==> config.mk <==
export PLATFORM = sky130hd
export DESIGN_NAME = mul2_norm_round
export DESIGN_NICKNAME = d
export VERILOG_FILES = /design/src/rtl/mul2_norm_round.sv
export SDC_FILE = /design/constraint.sdc
export NUM_CORES = 2
export LEC_CHECK = 0
export BUFFER_PORTS_ARGS = -buffer_cell sky130_fd_sc_hd__buf_2
export CAP_MARGIN = 30
export CORE_UTILIZATION = 48
export DETAILED_ROUTE_END_ITERATION = 6
export GPL_TIMING_DRIVEN = 0
export PLACE_DENSITY = 0.62
export SLEW_MARGIN = 20
export SYNTH_ARGS = -nofsm -noshare
export SYNTH_HDL_FRONTEND = slang
export SYNTH_SLANG_ARGS = --single-unit
==> constraint.sdc <==
create_clock -name clk -period 16.35 [get_ports clk]
set_input_delay 3.27 -clock clk [delete_from_list [all_inputs] [get_ports clk]]
set_output_delay 3.27 -clock clk [all_outputs]
set_load 0.03 [all_outputs]
==> src/rtl/mul2_norm_round.sv <==
// Second half of the two-stage FP multiplier: forms the mantissa product (P stage), then
// normalizes, rounds to nearest-even and packs the IEEE result with flags (R stage).
module mul2_norm_round #(
    parameter  int unsigned SIGN_W = 1,
    parameter  int unsigned EXPO_W = 8,
    parameter  int unsigned MANT_W = 23,
    localparam int unsigned ZERO_D = $clog2(MANT_W + 1)
) (
    input  logic                             clk,
    input  logic                             rst_n,
    input  logic                             in_valid,
    output logic                             in_ready,
    input  logic [SIGN_W-1:0]                sign_1,
    input  logic [EXPO_W+1:0]                expo_1,
    input  logic [MANT_W:0]                  a_mant_f,
    input  logic [MANT_W:0]                  b_mant_f,
    input  logic [ZERO_D:0]                  r_shift,
    input  logic [ZERO_D:0]                  l_shift,
    output logic                             out_valid,
    input  logic                             out_ready,
    output logic [SIGN_W+EXPO_W+MANT_W-1:0]  res,
    output logic                             ovf,
    output logic                             unf,
    output logic                             inx
);

    localparam int unsigned PW = 2 * MANT_W + 2;
    localparam int unsigned EW = EXPO_W + 4;
    localparam int unsigned RW = SIGN_W + EXPO_W + MANT_W;

    localparam logic signed [EW-1:0] E_ONE  = EW'(1);
    localparam logic signed [EW-1:0] E_ZERO = '0;
    localparam logic signed [EW-1:0] E_MAX  = EW'((1 << EXPO_W) - 1);

    // Handshake
    logic p_valid_q;
    logic out_valid_q;
    logic r_adv;
    logic p_adv;
    logic p_load;

    assign r_adv     = ~out_valid_q | out_ready;
    assign p_adv     = ~p_valid_q | r_adv;
    assign in_ready  = p_adv;
    assign p_load    = in_valid & p_adv;
    assign out_valid = out_valid_q;

    // P stage
    logic [PW-1:0]             prod_d;
    logic [PW-1:0]             prod_q;
    logic [SIGN_W-1:0]         sign_q;
    logic signed [EXPO_W+1:0]  expo_q;
    logic [ZERO_D:0]           r_shift_q;
    logic [ZERO_D:0]           l_shift_q;

    assign prod_d = PW'(a_mant_f) * PW'(b_mant_f);

    always_ff @(posedge clk or negedge rst_n) begin
        if (!rst_n) begin
            p_valid_q <= 1'b0;
            prod_q    <= '0;
            sign_q    <= '0;
            expo_q    <= '0;
            r_shift_q <= '0;
            l_shift_q <= '0;
        end else begin
            if (p_adv) begin
                p_valid_q <= in_valid;
            end
            if (p_load) begin
                prod_q    <= prod_d;
                sign_q    <= sign_1;
                expo_q    <= expo_1;
                r_shift_q <= r_shift;
                l_shift_q <= l_shift;
            end
        end
    end

    // R stage datapath: align, normalize, round
    logic [PW-1:0]          sh_mask;
    logic [PW-1:0]          p_aligned;
    logic                   r_sticky;
    logic signed [EW-1:0]   e_pre;
    logic signed [EW-1:0]   e_norm;
    logic signed [EW-1:0]   e_fin;
    logic [MANT_W-1:0]      m_trunc;
    logic [MANT_W-1:0]      m_fin;
    logic [MANT_W:0]        m_sum;
    logic                   g_bit;
    logic                   st_bit;
    logic                   round_up;
    logic                   inexact;

    always_comb begin
        sh_mask   = ~({PW{1'b1}} << r_shift_q);
        r_sticky  = 1'b0;
        p_aligned = prod_q;
        e_pre     = EW'(expo_q);
        // A subnormal result shift wins over a subnormal operand shift.
        if (r_shift_q != '0) begin
            p_aligned = prod_q >> r_shift_q;
            r_sticky  = |(prod_q & sh_mask);
            e_pre     = E_ZERO;
        end else if (l_shift_q != '0) begin
            p_aligned = prod_q << l_shift_q;
            e_pre     = EW'(expo_q) - EW'(l_shift_q);
        end

        if (p_aligned[PW-1]) begin
            m_trunc = p_aligned[PW-2 -: MANT_W];
            g_bit   = p_aligned[MANT_W];
            st_bit  = |p_aligned[MANT_W-1:0];
            e_norm  = e_pre + E_ONE;
        end else begin
            m_trunc = p_aligned[PW-3 -: MANT_W];
            g_bit   = p_aligned[MANT_W-1];
            st_bit  = |p_aligned[MANT_W-2:0];
            e_norm  = e_pre;
        end

        round_up = g_bit & (st_bit | m_trunc[0]);
        m_sum    = {1'b0, m_trunc} + {{MANT_W{1'b0}}, round_up};
        // Fraction carry-out means the significand rounded up to the next power of two.
        if (m_sum[MANT_W]) begin
            m_fin = '0;
            e_fin = e_norm + E_ONE;
        end else begin
            m_fin = m_sum[MANT_W-1:0];
            e_fin = e_norm;
        end
        inexact = g_bit | st_bit | r_sticky;
    end

    // R stage packing and exceptions
    logic [RW-1:0] res_d;
    logic          ovf_d;
    logic          unf_d;
    logic          inx_d;

    always_comb begin
        res_d = {sign_q, EXPO_W'(0), MANT_W'(0)};
        ovf_d = 1'b0;
        unf_d = 1'b0;
        inx_d = 1'b0;
        if (prod_q == '0) begin
            res_d = {sign_q, EXPO_W'(0), MANT_W'(0)};
        end else if (e_fin >= E_MAX) begin
            res_d = {sign_q, {EXPO_W{1'b1}}, MANT_W'(0)};
            ovf_d = 1'b1;
            inx_d = 1'b1;
        end else if (e_fin <= E_ZERO) begin
            if (r_shift_q != '0) begin
                res_d = {sign_q, EXPO_W'(0), m_fin};
                unf_d = inexact;
                inx_d = inexact;
            end else begin
                res_d = {sign_q, EXPO_W'(0), MANT_W'(0)};
                unf_d = 1'b1;
                inx_d = 1'b1;
            end
        end else begin
            res_d = {sign_q, e_fin[EXPO_W-1:0], m_fin};
            inx_d = inexact;
        end
    end

    logic [RW-1:0] res_q;
    logic          ovf_q;
    logic          unf_q;
    logic          inx_q;

    always_ff @(posedge clk or negedge rst_n) begin
        if (!rst_n) begin
            out_valid_q <= 1'b0;
            res_q       <= '0;
            ovf_q       <= 1'b0;
            unf_q       <= 1'b0;
            inx_q       <= 1'b0;
        end else if (r_adv) begin
            out_valid_q <= p_valid_q;
            res_q       <= res_d;
            ovf_q       <= ovf_d;
            unf_q       <= unf_d;
            inx_q       <= inx_d;
        end
    end

    assign res = res_q;
    assign ovf = ovf_q;
    assign unf = unf_q;
    assign inx = inx_q;

endmodule

# Word level (Yosys, flattened, before mapping)
# Index checks and enable logic that the tools add are counted.
[word_totals]
memories = 0
latchBits = 0
input_bits = 75
output_inout_bits = 37
regBits = 108
elab_cells = 62
mem_bits_ro = 0
ramBits = 0
[classes]
n_mul = 1
n_shift = 3
n_addsub = 4
div = 0
bitwise = 11
magnitude_cmp = 2
muxes = 24
eq_ne = 0
n_reduce_logical = 6
[ops]
columns = ["op", "count"]
rows = [
  ["48-bit 2-to-1 mux", 2],
  ["31-bit 2-to-1 mux", 3],
  ["23-bit 2-to-1 mux", 3],
  ["48-bit AND", 1],
  ["48-bit logical NOT", 1],
  ["24-bit by 24-bit multiplier with 48-bit output", 1],
  ["12-bit 2-to-1 mux", 4],
  ["48-bit NOT", 1],
  ["48-bit OR reduction", 1],
  ["48-bit by 6-bit << shifter with 48-bit output", 1],
  ["48-bit by 6-bit << shifter with 48-bit output, first input constant", 1],
  ["48-bit by 6-bit right shift with 48-bit output", 1],
  ["12-bit by 2-bit adder with 12-bit output, second input constant", 2],
  ["23-bit by 1-bit adder with 24-bit output", 1],
  ["23-bit OR reduction", 1],
  ["22-bit OR reduction", 1],
  ["12-bit by 9-bit >= comparator with 1-bit output, second input constant", 1],
  ["12-bit by 1-bit <= comparator with 1-bit output, second input constant", 1],
  ["1-bit 2-to-1 mux", 12],
  ["6-bit nonzero test", 2],
  ["10-bit by 7-bit subtractor with 11-bit output", 1],
  ["1-bit OR", 5],
  ["1-bit AND", 2],
  ["1-bit NOT", 2],
]

# Logic depth before layout (Yosys ltp)
[depth]
depth_word = 13
mapped_depth = 29
mapped_depth_nobuf = 28

# Worst setup path before layout
# OpenSTA, ideal clock, no wires.
[synth_timing]
path_type = "input to register"
start = "input b_mant_f[3]"
end = "register prod_q[45]"
path_buffers = 1
stages = 27
required_ps = 16260
setup_slack_ps = 6255
setup_ps = 90
arrival_ps = 10005
cell_sequence = "clkbuf_1 > nand2_1 > fa_1 > inv_1 > fa_1 > inv_1 > fa_1 > inv_1 > fa_1 > inv_1 > fa_1 > inv_1 > fa_1 > fa_1 > ha_1 > o21a_1 > o21ai_0 > a21oi_1 > o211ai_1 > o21ai_0 > a31oi_1 > o21bai_1 > o311ai_0 > a31oi_1 > a31oi_1 > or4b_2 > o2111ai_1"
[synth_via]
elab_chain_len = 1
[synth_rtl]
columns = ["element", "line", "source"]
rows = [
  ["start: declaration", "16", "input logic [MANT_W:0] b_mant_f,"],
  ["24-bit by 24-bit multiplier with 48-bit output", "56", "assign prod_d = PW'(a_mant_f) * PW'(b_mant_f);"],
  ["end signal: assignment", "71", "prod_q <= prod_d;"],
  ["end: declaration", "50", "logic [PW-1:0] prod_q;"],
]
# No other way between the ends.
# A chain may end at the register's enable or synchronous reset.

# Worst setup path after layout
[layout_timing]
start = "input a_mant_f[16]"
end = "register prod_q[43]"
[layout_via]
elab_chain_len = 1
[layout_rtl]
columns = ["element", "line", "source"]
rows = [
  ["start: declaration", "15", "input logic [MANT_W:0] a_mant_f,"],
  ["24-bit by 24-bit multiplier with 48-bit output", "56", ""],
]
# No other way between the ends.

==> flow_summary.ini <==
[cells_and_area]
nFillCells = 6631
instances_no_fill = 4825
final_core_utilization = 0.516
layout-drive-gt1-share = 0.0914
regArea_um2 = 2700
nets = 4688
synthToLayoutAreaGrowth_pct = 6.27
multi_input_logic_area_um2 = 26600

[synth]
yosys.area.top_type_share = 0.297
ys_seq_area_frac = 0.0829
mappedNetlistArea_um2 = 32600
gate_count_of_the_mapped_netlist = 3820
postSynth.asyncResetShare = 1.00
synth.ff_latch_count = 108
ys_top_cells_by_area = fa_1 30%, dfrtp_1 8.3%, ha_1 7.1%
ys_warn_count = 0
synth.avg_cell_area_um2 = 8.54
ys_types = 103
yosysMostFrequentCell = nand2_1
synth-main-ff-cell = dfrtp_1
synth_enable_flop_cells = 0
synth_top_cells_by_count = 564 x nand2_1, 554 x inv_1, 483 x fa_1, 303 x and2_1, 210 x clkbuf_1
netlist.top_cell.by_area = fa_1
synthesis.nets = 4562

[setup_path]
path_max_fanout = 10
timing.reg2reg.setup_slack_ns = 8.03
path_class = primary input to register
timing.critical_path.required_ns = 16.68
arrival_ns = 12.07
worst_setup_path_end_kind = register
critical_path_source_type = primary input

[placement]
port-buffer-count = 111
place.gp.congestion = 1.07
dpl_worst_slack_ns = 4.30
detailedPlacementHpwl_um = 107000
numPlacedInstances = 4808

[clock_network]
clock_tree_from_tritoncts = done
clockBufferDepth = 2
hold_buffers = 0
cts_buffers = 9
cts.repair.resized = 0
clk_pin_slew_worst_paths_ns = 0.09
cts.sinks = 108
clock_latency_ns = 0.41
htree_levels = 3
cts_root_buffer = clkbuf_16
post_cts.repair.setup_buffers = 0

[routing]
initial_drt_pass_iterations = 7
post-route-drc-count = 3
viasPerCell = 6.20
routed-via-count = 29893
routedWlPerCell_um = 27.4
drt-total-wl_um = 132000
detail-route-antenna-nets = 0
drt-initial-drc-count = 3122

[global_route]
first_global_vias = 30214
grt_pass1_wl_um = 198000
antenna_violations_before_repair = 4
grt_use_total = 0.386
grt_max_degree = 69
global_route.overflow_total = 0

[sta]
clock.fmax_ghz = 0.0851
rsz0062_at_grt = no
final-hold-violation-count = 0
timing.final.crit_share = 0.719
worst-slew-pin-transition_ns = 1.13
setup_tns_ns = 0
final.min_clock_period_ns = 11.75
fin_clk_skew_ns = 0.0155
timing.final.setup_violations = 0
worst_path_setup_slack_after_routing_ns = 4.60
worst_slew_margin_rel = 0.243
maxSlewViolCount = 0

[hold_path]
hp-class = register to register

[die]
die_h_um = 263
die_footprint_um2 = 69000
die_width_um = 263
start_util = 0.485
core.rowCount = 95
top_level_ports = 112
core_region_area_um2 = 67200

[run]
max-cap-violations = 0

[run_status]
violations = design-rule violations
run_status = finished with violations
sequential cells by signal, summed over array words and instances, names as in the netlist:
| name | cells |
|---|---|
| prod_q | 48 |
| res | 32 |
| expo_q | 10 |
| l_shift_q | 6 |
| r_shift_q | 6 |
| inx | 1 |
| out_valid | 1 |
| ovf | 1 |
| p_valid_q | 1 |
| sign_q | 1 |
| unf | 1 |
through the flow:
| step | hold WS, ns | instance area (µm²) |
|---|---|---|
| 2_1_floorplan | 0.439 | 32600 |
| 3_3_place_gp | 0.443 | 34300 |
| 3_5_place_dp | 0.450 | 34300 |
| 4_1_cts | 0.471 | 34600 |
| 5_1_grt | 0.487 | 34600 |
| 6_report | 0.469 | 34600 |
layout make-up:
cell class | count | share of cell area
Buffer | 277 | 0.0356
Clock buffer | 9 | 0.00650
Antenna cell | 1 | 0.0000722
Clock inverter | 7 | 0.00296
Sequential cell | 108 | 0.0780
Timing Repair Buffer | 115 | 0.0176
Multi-Input combinational cell | 2875 | 0.767
Tap cell | 873 | 0.0315
Inverter | 560 | 0.0607
kinds of logic (layout without fill, tap and decap cells):
| kind of cell | after synthesis | count (layout) | share of synthesized area |
|---|---|---|---|
| fa+ha+maj | 670 | 670 | 0.368 |
| buf+inv | 837 | 968 | 0.102 |
| simple gates | 1309 | 1309 | 0.197 |
| other cells | 0 | 1 | 0 |
| flops | 108 | 108 | 0.0829 |
| compound gates | 593 | 593 | 0.129 |
| xor+xnor | 77 | 77 | 0.0207 |
| mux | 226 | 226 | 0.101 |
cells in the final DEF, fill, tap and decap left out, types with 22 or more instances in the layout:
| cell type | Yosys | layout |
|---|---|---|
| nor3_1 | 61 | 61 |
| fa_1 | 483 | 483 |
| o21ai_0 | 123 | 123 |
| nor4_1 | 28 | 28 |
| mux4_2 | 76 | 76 |
| and2_1 | 303 | 303 |
| buf_2 | 34 | 145 |
| dfrtp_1 | 108 | 108 |
| xor2_1 | 22 | 22 |
| ha_1 | 184 | 184 |
| nand2b_1 | 23 | 23 |
| xnor2_1 | 55 | 55 |
| clkbuf_1 | 210 | 209 |
| o211ai_1 | 28 | 28 |
| a21o_1 | 30 | 30 |
| nor2b_1 | 23 | 23 |
| nor2_1 | 139 | 139 |
| a211oi_1 | 30 | 30 |
| nand2_1 | 564 | 564 |
| mux2i_1 | 98 | 98 |
| a21oi_1 | 101 | 101 |
| a31oi_1 | 29 | 29 |
| mux2_2 | 52 | 52 |
| nand3_1 | 47 | 47 |
| inv_1 | 554 | 554 |
| o31ai_1 | 23 | 23 |
worst paths after layout:
check / start / endpoint / cells after the start
max: a_mant_f[16] / prod_q[43] / 27
min: p_valid_q / out_valid / 1
max reg2reg: l_shift_q[2] / res[27] / 21
min reg2reg: p_valid_q / out_valid / 1
max in group asynchronous: rst_n / prod_q[33] / 2
min in group asynchronous: rst_n / l_shift_q[3] / 1
critical path: stages:
cell and delay, ns:
buf_2 0.22, clkbuf_1 0.82, and2_1 0.27, fa_1 0.44, fa_1 0.59, inv_1 0.07
fa_1 0.49, fa_1 0.51, inv_1 0.05, fa_1 0.52, fa_1 0.50, inv_1 0.05
fa_1 0.47, inv_1 0.04, ha_1 0.33, a22o_1 0.25, nor4_1 0.25, nand2_1 0.09
a21oi_1 0.23, o21ai_0 0.25, a31oi_1 0.41, o21bai_1 0.21, o311ai_0 0.63, a31oi_1 0.34
a311oi_1 0.43, o21ai_0 0.18, a31oi_1 0.18
layer usage:
layer,wire [µm],part of all wire,GRT usage,vias to the layer above
met5,16,0.00012,0,-
met4,9060,0.068,0.224,2
met3,11300,0.086,0.0629,439
met2,60900,0.46,0.624,1720
met1,51100,0.39,0.489,14849
li1,-,-,-,12883
Power is not shown: default switching activity piles up to over one toggle a cycle in this logic, so the estimate is an artifact.
